`config.mk`:
```
export PLATFORM = sky130hd
export DESIGN_NAME = nmi_demux_tmo
export DESIGN_NICKNAME = d
export VERILOG_FILES = /design/src/rtl/nmi_demux_pkg.sv /design/src/rtl/nmi_addr_dec.sv /design/src/rtl/nmi_demux_tmo.sv
export SDC_FILE = /design/constraint.sdc
export NUM_CORES = 1
export LEC_CHECK = 0
export CORE_AREA = 2 2 240 242
export CTS_CLUSTER_SIZE = 25
export DETAILED_ROUTE_END_ITERATION = 8
export DIE_AREA = 0 0 242 244
export PLACE_DENSITY = 0.3
export SYNTH_ARGS = -nofsm -noshare
export SYNTH_HDL_FRONTEND = slang
export SYNTH_SLANG_ARGS = --single-unit
```
`constraint.sdc`:
```
create_clock -name clk_i -period 1.9 [get_ports clk_i]
set_clock_uncertainty 0.1 [all_clocks]
set_input_delay 0.38 -clock clk_i [delete_from_list [all_inputs] [get_ports clk_i]]
set_output_delay 0.38 -clock clk_i [all_outputs]
set_load 0.05 [all_outputs]
```
`src/rtl/nmi_demux_pkg.sv`:
```
// Shared types and constants for the NMI 1-to-N demultiplexer and its address decoder.
package nmi_demux_pkg;

   localparam int unsigned NMI_AW = 32;
   localparam int unsigned NMI_DW = 32;

   typedef enum logic [1:0] {
      IDLE = 2'd0,
      BUSY = 2'd1,
      DERR = 2'd2,
      TERR = 2'd3
   } state_t;

   typedef enum logic {
      ERR_DECODE  = 1'b0,
      ERR_TIMEOUT = 1'b1
   } err_type_t;

   // Index/counter widths never collapse to zero bits, even for degenerate sizes.
   function automatic int unsigned min1_clog2(input int unsigned n);
      return (n <= 1) ? 1 : $clog2(n);
   endfunction

endpackage

```
`src/rtl/nmi_addr_dec.sv`:
```
// Combinational base/mask address decoder with lowest-index priority among overlapping windows.
module nmi_addr_dec
   import nmi_demux_pkg::*;
#(
   parameter int unsigned                  NUM_SLV  = 12,
   parameter logic [NUM_SLV*NMI_AW-1:0]    SLV_BASE = {NUM_SLV{32'h0}},
   parameter logic [NUM_SLV*NMI_AW-1:0]    SLV_MASK = {NUM_SLV{32'hF000_0000}},
   parameter int unsigned                  SEL_W    = min1_clog2(NUM_SLV)
) (
   input  logic [NMI_AW-1:0] addr_i,
   output logic [NUM_SLV-1:0] hit_o,
   output logic              hit_any_o,
   output logic [SEL_W-1:0]  sel_idx_o
);

   always_comb begin
      hit_o = '0;
      for (int i = 0; i < NUM_SLV; i++) begin
         hit_o[i] = ((addr_i ^ SLV_BASE[i*NMI_AW +: NMI_AW]) & SLV_MASK[i*NMI_AW +: NMI_AW]) == '0;
      end
   end

   // Scanning downward lets the lowest hitting index overwrite any higher one.
   always_comb begin
      hit_any_o = 1'b0;
      sel_idx_o = '0;
      for (int i = NUM_SLV - 1; i >= 0; i--) begin
         if (hit_o[i]) begin
            hit_any_o = 1'b1;
            sel_idx_o = SEL_W'(i);
         end
      end
   end

endmodule

```
`src/rtl/nmi_demux_tmo.sv`:
```
// NMI 1-to-N demultiplexer: registered slave select, decode-error responder,
// per-transaction timeout watchdog and sticky first-error status.
module nmi_demux_tmo
   import nmi_demux_pkg::*;
#(
   parameter int unsigned                  NUM_SLV    = 12,
   parameter logic [NUM_SLV*NMI_AW-1:0]    SLV_BASE   = {NUM_SLV{32'h0}},
   parameter logic [NUM_SLV*NMI_AW-1:0]    SLV_MASK   = {NUM_SLV{32'hF000_0000}},
   parameter int unsigned                  TMO_CYCLES = 1024,
   parameter logic [NMI_DW-1:0]            ERR_RDATA  = 32'hDEAD_BEEF
) (
   input  logic                      clk_i,
   input  logic                      rst_n_i,
   input  logic                      m_valid_i,
   input  logic [NMI_AW-1:0]         m_addr_i,
   input  logic [NMI_DW-1:0]         m_wdata_i,
   input  logic [3:0]                m_wstrb_i,
   output logic                      m_ready_o,
   output logic [NMI_DW-1:0]         m_rdata_o,
   output logic [NUM_SLV-1:0]        s_valid_o,
   output logic [NMI_AW-1:0]         s_addr_o,
   output logic [NMI_DW-1:0]         s_wdata_o,
   output logic [3:0]                s_wstrb_o,
   input  logic [NUM_SLV-1:0]        s_ready_i,
   input  logic [NUM_SLV*NMI_DW-1:0] s_rdata_i,
   output logic                      busy_o,
   output logic                      err_o,
   output logic                      err_type_o,
   output logic [NMI_AW-1:0]         err_addr_o,
   input  logic                      err_clr_i
);

   localparam int unsigned      SEL_W    = min1_clog2(NUM_SLV);
   localparam int unsigned      CNT_W    = min1_clog2(TMO_CYCLES + 1);
   localparam bit               TMO_EN   = (TMO_CYCLES != 0);
   localparam logic [CNT_W-1:0] TMO_LAST = TMO_EN ? CNT_W'(TMO_CYCLES - 1) : '0;

   state_t              state_q, state_d;
   logic [SEL_W-1:0]    sel_q, sel_d;
   logic [CNT_W-1:0]    cnt_q, cnt_d;
   logic                err_q, err_d;
   err_type_t           err_type_q, err_type_d;
   logic [NMI_AW-1:0]   err_addr_q, err_addr_d;

   logic [NUM_SLV-1:0]  dec_hit;
   logic                dec_hit_any;
   logic [SEL_W-1:0]    dec_sel;
   logic                sel_ready;
   logic [NMI_DW-1:0]   sel_rdata;
   logic                err_set;
   err_type_t           err_set_type;

   nmi_addr_dec #(
      .NUM_SLV  (NUM_SLV),
      .SLV_BASE (SLV_BASE),
      .SLV_MASK (SLV_MASK),
      .SEL_W    (SEL_W)
   ) u_dec (
      .addr_i    (m_addr_i),
      .hit_o     (dec_hit),
      .hit_any_o (dec_hit_any),
      .sel_idx_o (dec_sel)
   );

   assign s_addr_o  = m_addr_i;
   assign s_wdata_o = m_wdata_i;
   assign s_wstrb_o = m_wstrb_i;
   assign busy_o    = (state_q != IDLE);

   always_comb begin
      sel_ready = 1'b0;
      sel_rdata = '0;
      for (int i = 0; i < NUM_SLV; i++) begin
         if (sel_q == SEL_W'(i)) begin
            sel_ready = s_ready_i[i];
            sel_rdata = s_rdata_i[i*NMI_DW +: NMI_DW];
         end
      end
   end

   always_comb begin
      state_d      = state_q;
      sel_d        = sel_q;
      cnt_d        = cnt_q;
      err_set      = 1'b0;
      err_set_type = ERR_DECODE;
      m_ready_o    = 1'b0;
      m_rdata_o    = '0;
      s_valid_o    = '0;
      case (state_q)
         IDLE: begin
            if (m_valid_i) begin
               sel_d = dec_sel;
               if (dec_hit_any) begin
                  state_d = BUSY;
                  cnt_d   = '0;
               end else begin
                  state_d = DERR;
                  err_set = 1'b1;
               end
            end
         end
         BUSY: begin
            for (int i = 0; i < NUM_SLV; i++) begin
               s_valid_o[i] = m_valid_i && (sel_q == SEL_W'(i));
            end
            m_ready_o = sel_ready;
            m_rdata_o = sel_rdata;
            // Ready beats the terminal count; a dropped valid is an abort with no response.
            if (sel_ready || !m_valid_i) begin
               state_d = IDLE;
            end else if (TMO_EN && (cnt_q == TMO_LAST)) begin
               state_d      = TERR;
               err_set      = 1'b1;
               err_set_type = ERR_TIMEOUT;
            end else begin
               cnt_d = cnt_q + CNT_W'(1);
            end
         end
         DERR, TERR: begin
            m_ready_o = 1'b1;
            m_rdata_o = ERR_RDATA;
            state_d   = IDLE;
         end
         default: state_d = IDLE;
      endcase
   end

   // A same-cycle clear lets a new error overwrite the captured type/address.
   always_comb begin
      err_d      = err_q;
      err_type_d = err_type_q;
      err_addr_d = err_addr_q;
      if (err_clr_i) begin
         err_d      = 1'b0;
         err_type_d = ERR_DECODE;
         err_addr_d = '0;
      end
      if (err_set) begin
         err_d = 1'b1;
         if (!err_q || err_clr_i) begin
            err_type_d = err_set_type;
            err_addr_d = m_addr_i;
         end
      end
   end

   always_ff @(posedge clk_i or negedge rst_n_i) begin
      if (!rst_n_i) begin
         state_q    <= IDLE;
         sel_q      <= '0;
         cnt_q      <= '0;
         err_q      <= 1'b0;
         err_type_q <= ERR_DECODE;
         err_addr_q <= '0;
      end else begin
         state_q    <= state_d;
         sel_q      <= sel_d;
         cnt_q      <= cnt_d;
         err_q      <= err_d;
         err_type_q <= err_type_d;
         err_addr_q <= err_addr_d;
      end
   end

   assign err_o      = err_q;
   assign err_type_o = err_type_q;
   assign err_addr_o = err_addr_q;

endmodule

```
==> metrics.csv, run 1 <==
stage,metric,value,unit
outcome,status,"complete, but fails checks",
die,fp.coreArea,56200,um^2
yosys,ys_types,41,
global_route,grt_pass1_vias,2886,
min_path,whs_endpoint,err_addr_o[29]$_DFF_PN0_,
sta,finalSetupViolCount,39,
sta,fin_crit_sh,103,%
finish,layout.nets,929,
setup_path,rrSetupSlack,-50,ps
setup_path,cp-end-kind,flop,
yosys,ys_ff_latch,47,
min_path,hold_class,in -> reg,
yosys,netlist_area,3060,um^2
yosys,synth_edf_count,0,
job,maxCapViolCount,0,
sta,tns,-1170,ps
power_and_ir_drop,peakVddDrop,0.277,mV
sta,finalHoldViolations,0,
drt,post_drt_wl_per_cell,14.4,um
drt,routed_wl,17600,um
die,io_pins,616,
die,die_w,242,um
setup_path,worstSetupPathType,reg -> reg,
finish,drive_gt1_share,45.1,%
cts,path_clk_slew,80,ps
die,start_util,5.45,%
placed_design,dp_cells,1186,
placed_design,post-dp-hpwl,13400,um
drt,drc,0,
cts,htreeDepth,2,
yosys,yosysTopAreaCell,dfrtp_1,
sta,layout_setup_ws,-53.3,ps
cts,clk_latency,310,ps
finish,diodes,0,
sta,fmaxAchievable,0.512,GHz
setup_path,rr_worst_depth,7,
setup_path,rr_startpoint,state_q[1]$_DFFE_PN0P_,
cts,cts_tree,done,
cts,clkSinkCount,47,
yosys,synthDominantCellAreaShare,38.4,%
yosys,ys_async_sr_fraction,100,%
placed_design,placed_area,6000,um^2
power_and_ir_drop,power,0.00409,W
cts,clk_path_buf_depth,2,
global_route,antenna_found_initial,3,
setup_path,r2r_end,err_addr_o[31]$_DFF_PN0_,
cts,cts_made_buffers,5,
yosys,yosys_warnings,0,
min_path,holdPathStages,3,
cts,cts_root_buf,clkbuf_16,
drt,drtIter0Drc,85,
global_route,grt_remaining_overflow,0,
drt,num_vias,2778,
yosys,synth_area_leaders,"dfrtp_1 (38%), buf_4 (21%), o2bb2ai_1 (9.2%)",
outcome,violations,negative setup slack,
finish,syn2layout_area_growth,118,%
finish,design_area,6680,um^2
die,row_count,87,
setup_path,cp-start-kind,flop,
drt,antenna_left,0,
finish,multiInputGateArea,1410,um^2
yosys,syn_inst,317,
global_route,grt_usage,5.63,%
finish,nFillCells,6472,
setup_path,cp_data_required_time,2040,ps
sta,min_period,1950,ps
drt,via_per_inst,2.28,
placed_design,routabilityCongestion,0.713,
placed_design,place_ws,-399,ps
setup_path,cp_max_fo,5,
global_route,grt_max_degree,48,
finish,instances_no_fill,1217,
min_path,min_from,m_addr_i[29],
placed_design,portBuffers,169,
global_route,grt_pass1_wl,23400,um
setup_path,arrival,2090,ps
power_and_ir_drop,p_leak,2.74,nW
sta,rsz0062_at_grt,true,
power_and_ir_drop,p_per_area,612,nW/um^2
die,die_area,59000,um^2
yosys,ys.flop_type,dfrtp_1,
finish,register_area,1180,um^2
die,die_y,244,um
sta,slew_violations,0,
drt,drtPass1Iterations,4,
yosys,synth_seq_area_share,38.4,%
yosys,syn-mean-instance-area,9.66,um^2
where the power goes:
part / total (W) / internal [W] / leakage [nW] / switching (W)
clock network: 0.000971 / 0.000496 / 0.0742 / 0.000475
logic: 0.00194 / 0.000851 / 2.04 / 0.00109
registers: 0.00118 / 0.00111 / 0.617 / 0.0000708
total: 0.00409 / 0.00245 / 2.74 / 0.00163
metrics by stage:
| stage | hold WS, ps | util, % |
|---|---|---|
| 2_1_floorplan | -15.6 | - |
| 3_3_place_gp | 313 | 10.7 |
| 3_5_place_dp | 319 | 10.7 |
| 4_1_cts | 428 | 11.3 |
| 5_1_grt | 365 | 11.9 |
| 6_report | 348 | 11.9 |
cell families after synthesis:
group                      count (synthesis)  share of synthesized area, %
buffers and inverters                    103                          23.1
AOI/OAI and AO/OA                         85                          21.0
and+or+nand+nor                           78                          16.3
DFF                                       47                          38.4
muxes                                      2                         0.736
adders and majority gates                  1                         0.409
other                                      1                         0.122
area by class of cell:
| cell class | count | share of cell area [%] |
|---|---|---|
| Clock buffer | 5 | 1.87 |
| Clock inverter | 3 | 0.337 |
| Inverter | 5 | 0.281 |
| Multi-Input combinational cell | 177 | 21.1 |
| Sequential cell | 47 | 17.7 |
| Tap cell | 756 | 14.2 |
| Timing Repair Buffer | 224 | 44.6 |
routing by layer:
metal | global-route usage [%] | vias up | wire (um)
li1 | - | 1289 | -
met1 | 5.49 | 1284 | 6120
met2 | 10.1 | 179 | 9020
met3 | 3.53 | 20 | 2200
met4 | 1.20 | 6 | 176
met5 | 0 | - | 41
worst max-delay path: stages (launching register included):
cell       delay, ps
dfrtp_2          470
buf_6            130
and4bb_2         340
nand4_4          180
a21oi_4          240
buf_12           160
clkbuf_16        160
o2bb2ai_2        100
cells in the final DEF, fill, tap and decap left out, types with 2 or more instances in the layout:
master / count
and3_1: 2
mux2_2: 2
a31oi_1: 8
nor2b_1: 3
buf_12: 79
o2bb2ai_2: 23
buf_4: 63
a21oi_4: 2
buf_6: 7
a21o_1: 26
nand3_1: 4
dlymetal6s2s_1: 3
dfrtp_2: 2
clkdlybuf4s50_1: 63
conb_1: 11
o2bb2ai_1: 9
nand2_1: 8
a21oi_1: 4
dfrtp_1: 45
clkbuf_16: 11
o21ai_1: 4
and2_4: 4
and2_1: 5
nand2b_1: 35
o21ai_0: 3
inv_1: 5
nor4_1: 2
synth_stat cells, types with 2 or more instances:
library cell	instances
a31oi_1	9
nand3_1	4
clkbuf_1	9
o2bb2ai_1	32
nor4_1	2
o21ai_0	4
inv_1	5
nand2b_1	35
buf_4	84
o21ai_1	3
nand2_1	8
dfrtp_1	47
and2_1	9
nor3b_1	2
buf_2	4
a21oi_2	2
mux2_2	2
a21o_1	26
nor2b_1	4
a21oi_1	4
and3_1	2
worst max path at each step:
stage | startpoint | slack, ps | end
2_1_floorplan | state_q[1]$_DFFE_PN0P_ | 40 | m_rdata_o[14]
3_3_place_gp | m_addr_i[31] | -400 | err_addr_o[31]$_DFF_PN0_
3_5_place_dp | m_addr_i[31] | -400 | err_addr_o[31]$_DFF_PN0_
4_1_cts | state_q[1]$_DFFE_PN0P_ | -70 | m_rdata_o[13]
5_1_grt | state_q[1]$_DFFE_PN0P_ | -140 | err_addr_o[31]$_DFF_PN0_
6_report | state_q[1]$_DFFE_PN0P_ | -50 | err_addr_o[31]$_DFF_PN0_
registers in the layout, indices dropped and copies added (netlist names):
| register | flops |
|---|---|
| cnt_q | 11 |
| err_addr_o | 32 |
| err_o | 1 |
| err_type_o | 1 |
| state_q | 2 |
repair_timing:
| item | 4_1_cts | 5_1_grt |
|---|---|---|
| hold buffers | 1 | 0 |
| hold endpoints to repair | 47 | 0 |
| buffers inserted | 10 | 6 |
| gates cloned | 1 | 7 |
| resized for setup | 17 | 32 |
| endpoints found under the setup margin | 62 | 71 |
| pin swaps | 1 | 5 |
Note: power is estimated with default switching activity, not from simulation.
==> run 2: changes to the inputs <==
- GPL_TIMING_DRIVEN: unset -> 0
- MAX_ROUTING_LAYER: unset -> met4
==> metrics.csv, run 2 (synthesized netlist as in run 1, its figures left out) <==
stage,metric,value,unit
global_route,grt_max_degree,48,
global_route,grt_remaining_overflow,0,
setup_path,crit_path_cell_trace,buf_8 > clkbuf_16 > a21o_1 > buf_6,
drt,via_per_inst,2.37,
setup_path,cpPeakStageDelay,490,ps
sta,layout_setup_ws,-11.4,ps
cts,cts_tree,done,
sta,slew_headroom,48.0,%
setup_path,worstSetupPathType,reg -> out,
setup_path,cp_data_required_time,1420,ps
setup_path,rr_worst_depth,6,
power_and_ir_drop,p_per_area,611,nW/um^2
setup_path,arrival,1430,ps
sta,hold_ws,4.46,ps
die,die_y,244,um
finish,drive_gt1_share,38.8,%
drt,num_vias,3128,
die,die_area,59000,um^2
drt,drtPass1Iterations,4,
power_and_ir_drop,p_leak,2.92,nW
die,start_util,5.45,%
die,die_w,242,um
global_route,grt_usage,5.93,%
cts,clkSinkCount,47,
cts,path_clk_slew,80,ps
drt,routed_wl,17500,um
finish,layout.nets,1029,
setup_path,crit_family,flip-flops,
cts,hold_buffers,0,
global_route,grt_pass1_vias,3192,
sta,finalHoldViolations,0,
setup_path,cp_max_fo,5,
global_route,grt_pass1_wl,24100,um
setup_path,rr_startpoint,state_q[1]$_DFFE_PN0P_,
sta,fmaxAchievable,0.523,GHz
setup_path,rrSetupSlack,70,ps
finish,layout.cells.most_common_list,"buf_4 (96), clkdlybuf4s50_1 (89), dlygate4sd2_1 (47)",
placed_design,routabilityCongestion,0.753,
outcome,status,"complete, but fails checks",
min_path,hold_class,in -> async,
setup_path,worstSetupPathDepth,4,
drt,drc,0,
job,maxCapViolCount,0,
die,row_count,87,
setup_path,r2r_end,err_addr_o[21]$_DFF_PN0_,
global_route,antenna_found_initial,5,
finish,largest_reg_flops,32,
outcome,violations,negative setup slack,
cts,clk_latency,300,ps
setup_path,critPathBufInv,3,
sta,fin_crit_sh,101,%
die,fp.coreArea,56200,um^2
sta,slew_violations,0,
die,io_pins,616,
finish,fin_util,11.9,%
sta,worstMarginPinSlew,779,ps
sta,finalSetupViolCount,13,
drt,post_drt_wl_per_cell,13.3,um
placed_design,portBuffers,205,
finish,final_common_cell,buf_4,
setup_path,critPathSlowestCell,dfrtp_2,
cts,cts_made_buffers,5,
cts,cts_root_buf,clkbuf_16,
finish,nFillCells,6504,
setup_path,cp-start-kind,flop,
drt,antenna_left,0,
power_and_ir_drop,peakVddDrop,0.301,mV
sta,rsz0062_at_grt,true,
placed_design,post-dp-hpwl,13700,um
sta,min_period,1910,ps
cts,htreeDepth,2,
drt,drtIter0Drc,89,
cts,clk_path_buf_depth,2,
finish,syn2layout_area_growth,119,%
setup_path,cp-end-kind,output port,
==> run 2: worst max path at each step <==
| stage | from | endpoint | slack [ps] |
|---|---|---|---|
| finish | state_q[1]$_DFFE_PN0P_ | m_rdata_o[21] | -10 |
| global route | state_q[1]$_DFFE_PN0P_ | m_rdata_o[31] | -60 |
| CTS | state_q[1]$_DFFE_PN0P_ | m_ready_o | -80 |
| detailed placement | state_q[0]$_DFFE_PN0P_ | s_valid_o[0] | -1150 |
| global placement | rst_n_i | err_addr_o[26]$_DFF_PN0_ | -1760 |
| floorplan | state_q[1]$_DFFE_PN0P_ | m_rdata_o[14] | 40 |
==> run 2: layer usage <==
layer,global-route usage (%),routed length [um],share of wire [%]
met2,10.2,8740,50
met5,-,0,0
met1,6.56,6910,39
met4,1.14,181,1.0
met3,2.21,1670,9.6
==> run 2: final cells by class <==
class | count | area [um^2] | share of cell area [%]
Antenna cell | 2 | 5.00 | 0.0747
Buffer | 97 | 836 | 12.5
Clock buffer | 6 | 139 | 2.07
Clock inverter | 1 | 5.00 | 0.0747
Inverter | 5 | 18.8 | 0.280
Multi-Input combinational cell | 177 | 1280 | 19.1
Sequential cell | 47 | 1180 | 17.6
Tap cell | 756 | 946 | 14.1
Timing Repair Buffer | 227 | 2290 | 34.2
==> run 2: where the power goes <==
group | leakage (nW) | switching, W | internal [W]
logic | 2.23 | 0.00121 | 0.000734
clock network | 0.0727 | 0.000449 | 0.000517
registers | 0.617 | 0.0000753 | 0.00111
total | 2.92 | 0.00173 | 0.00236
==> run 2: stage by stage <==
| stage | std cells | instance area [um^2] | total power (W) | setup TNS (ps) | setup slack (ps) |
|---|---|---|---|---|---|
| floorplan | 327 | 3100 | 0.00234 | 0 | 36.0 |
| global placement | 1288 | 6100 | 0.00310 | -151060 | -1760 |
| detailed placement | 1288 | 6090 | 0.00309 | -68830 | -1150 |
| CTS | 1309 | 6530 | 0.00419 | -1230 | -84.5 |
| global route | 1318 | 6700 | 0.00432 | -1460 | -63.7 |
| finish | 1318 | 6700 | 0.00409 | -55.8 | -11.4 |
==> run 2: timing repair <==
action	CTS	global route
gates resized for setup	433	32
setup buffers	11	7
hold endpoints to repair	0	0
endpoints found under the setup margin	151	64
cloned	3	1
pin swaps	7	4
==> run 2: worst register-to-register path: cells and delay by family (launching register included) <==
| family | cells | cell delay (ps) |
|---|---|---|
| buffers and inverters | 2 | 290 |
| DFF | 1 | 490 |
| and+or+nand+nor | 2 | 540 |
| AOI/OAI and AO/OA | 2 | 280 |
==> run 3: changes to the inputs <==
- HOLD_SLACK_MARGIN: unset -> 0.1
==> metrics.csv, run 3 (synthesized netlist as in run 1, its figures left out) <==
stage,metric,value,unit
finish,syn2layout_area_growth,119,%
drt,drtIter0Drc,82,
sta,min_period,1910,ps
cts,cts_made_buffers,5,
setup_path,rr_startpoint,state_q[1]$_DFFE_PN0P_,
global_route,grt_max_degree,48,
drt,routed_wl,17500,um
die,die_y,244,um
setup_path,cp_max_fo,5,
outcome,status,"complete, but fails checks",
placed_design,post-dp-hpwl,13700,um
drt,drc,0,
sta,finalHoldViolations,0,
setup_path,critPathBufInv,3,
cts,clk_latency,300,ps
power_and_ir_drop,peakVddDrop,0.301,mV
die,start_util,5.45,%
finish,largest_reg_flops,32,
min_path,holdPathStages,1,
min_path,hold_class,reg -> reg,
power_and_ir_drop,p_per_area,610,nW/um^2
cts,path_clk_slew,70,ps
finish,nFillCells,6504,
sta,fin_crit_sh,101,%
setup_path,rrSetupSlack,70,ps
cts,cts_tree,done,
min_path,whs_endpoint,cnt_q[8]$_DFFE_PN0P_,
die,row_count,87,
global_route,grt_usage,5.93,%
setup_path,r2r_end,err_addr_o[21]$_DFF_PN0_,
setup_path,arrival,1430,ps
global_route,antenna_found_initial,5,
min_path,min_from,cnt_q[8]$_DFFE_PN0P_,
global_route,grt_remaining_overflow,0,
sta,slew_violations,0,
drt,antenna_left,0,
drt,via_per_inst,2.37,
placed_design,dp_cells,1288,
setup_path,cp-end-kind,output port,
setup_path,worstSetupStartpoint,state_q[1]$_DFFE_PN0P_,
finish,instances_no_fill,1319,
finish,final_common_cell,buf_4,
die,die_w,242,um
finish,layout.cells.most_common_list,"buf_4 (96), clkdlybuf4s50_1 (89), dlygate4sd2_1 (47)",
placed_design,routabilityCongestion,0.753,
drt,drtPass1Iterations,4,
power_and_ir_drop,p_leak,2.93,nW
die,io_pins,616,
sta,fmaxAchievable,0.523,GHz
setup_path,cp-start-kind,flop,
global_route,grt_pass1_wl,24100,um
setup_path,crit_path_cell_trace,buf_8 > clkbuf_16 > a21o_1 > buf_6,
job,maxCapViolCount,0,
sta,slew_headroom,47.5,%
drt,num_vias,3125,
sta,layout_setup_ws,-12.0,ps
outcome,violations,negative setup slack,
setup_path,cpPeakStageDelay,490,ps
placed_design,place_ws,-1150,ps
cts,clk_path_buf_depth,2,
global_route,grt_pass1_vias,3198,
cts,cts_root_buf,clkbuf_16,
sta,rsz0062_at_grt,true,
die,fp.coreArea,56200,um^2
finish,layout.nets,1030,
cts,clkSinkCount,47,
setup_path,rr_worst_depth,6,
finish,drive_gt1_share,38.7,%
setup_path,cp_data_required_time,1420,ps
setup_path,worstSetupPathType,reg -> out,
sta,finalSetupViolCount,14,
placed_design,placed_area,6090,um^2
drt,post_drt_wl_per_cell,13.3,um
placed_design,portBuffers,205,
setup_path,crit_family,flip-flops,
cts,htreeDepth,2,
sta,worstMarginPinSlew,787,ps
setup_path,critPathSlowestCell,dfrtp_2,
finish,design_area,6710,um^2
die,die_area,59000,um^2
## run 3: changes by cell type in the layout (fill, tap and decap cells not counted), sizes merged
cell,previous run,this run
dlygate4sd3,0,1
## run 3: worst max-delay path by stage
stage	slack, ps	cells past startpoint	to
after floorplan	40	3	m_rdata_o[14]
after global placement	-1760	1	err_addr_o[26]$_DFF_PN0_
after detailed placement	-1150	4	s_valid_o[0]
after CTS	-80	4	m_ready_o
after global routing	-60	4	m_rdata_o[31]
final	-10	4	m_rdata_o[21]
## run 3: power breakdown
part / leakage (nW) / internal, W / switching [W]
logic: 2.24 / 0.000736 / 0.00121
clock network: 0.0727 / 0.000517 / 0.000448
registers: 0.617 / 0.00111 / 0.0000753
total: 2.93 / 0.00236 / 0.00173
## run 3: what timing repair did
item / 4_1_cts / 5_1_grt
gates cloned: 3 / 1
hold buffers: 1 / 0
resized for setup: 433 / 32
hold endpoints to repair: 47 / 0
pin swaps: 7 / 4
setup buffers: 11 / 7
setup endpoints to repair: 151 / 64
## run 3: final cells by class
cell class	count	area (um^2)	area share, %
well taps	756	946	14.1
clock inverters	1	5.00	0.0746
flip-flops and latches	47	1180	17.6
multi-input cells	177	1280	19.1
clock buffers	6	139	2.07
plain buffers	97	836	12.5
inverters	5	18.8	0.280
diodes	2	5.00	0.0746
repair buffers	228	2300	34.3
## run 3: stage by stage
stage	total power, W	TNS [ps]	hold slack [ps]	util [%]
4_1_cts	0.00419	-1230	404	11.6
3_5_place_dp	0.00309	-68830	402	10.9
6_report	0.00409	-61.6	412	11.9
3_3_place_gp	0.00310	-151060	407	10.9
2_1_floorplan	0.00234	0	-15.6	-
5_1_grt	0.00433	-1460	408	11.9
## run 3: layer usage
metal | GRT usage [%] | wire [um] | share of wire [%] | up-vias
met5 | - | 0 | 0 | -
met3 | 2.21 | 1650 | 9.4 | 13
met1 | 6.56 | 6940 | 40 | 1431
met2 | 10.2 | 8730 | 50 | 173
met4 | 1.14 | 181 | 1.0 | 0
li1 | - | - | - | 1508
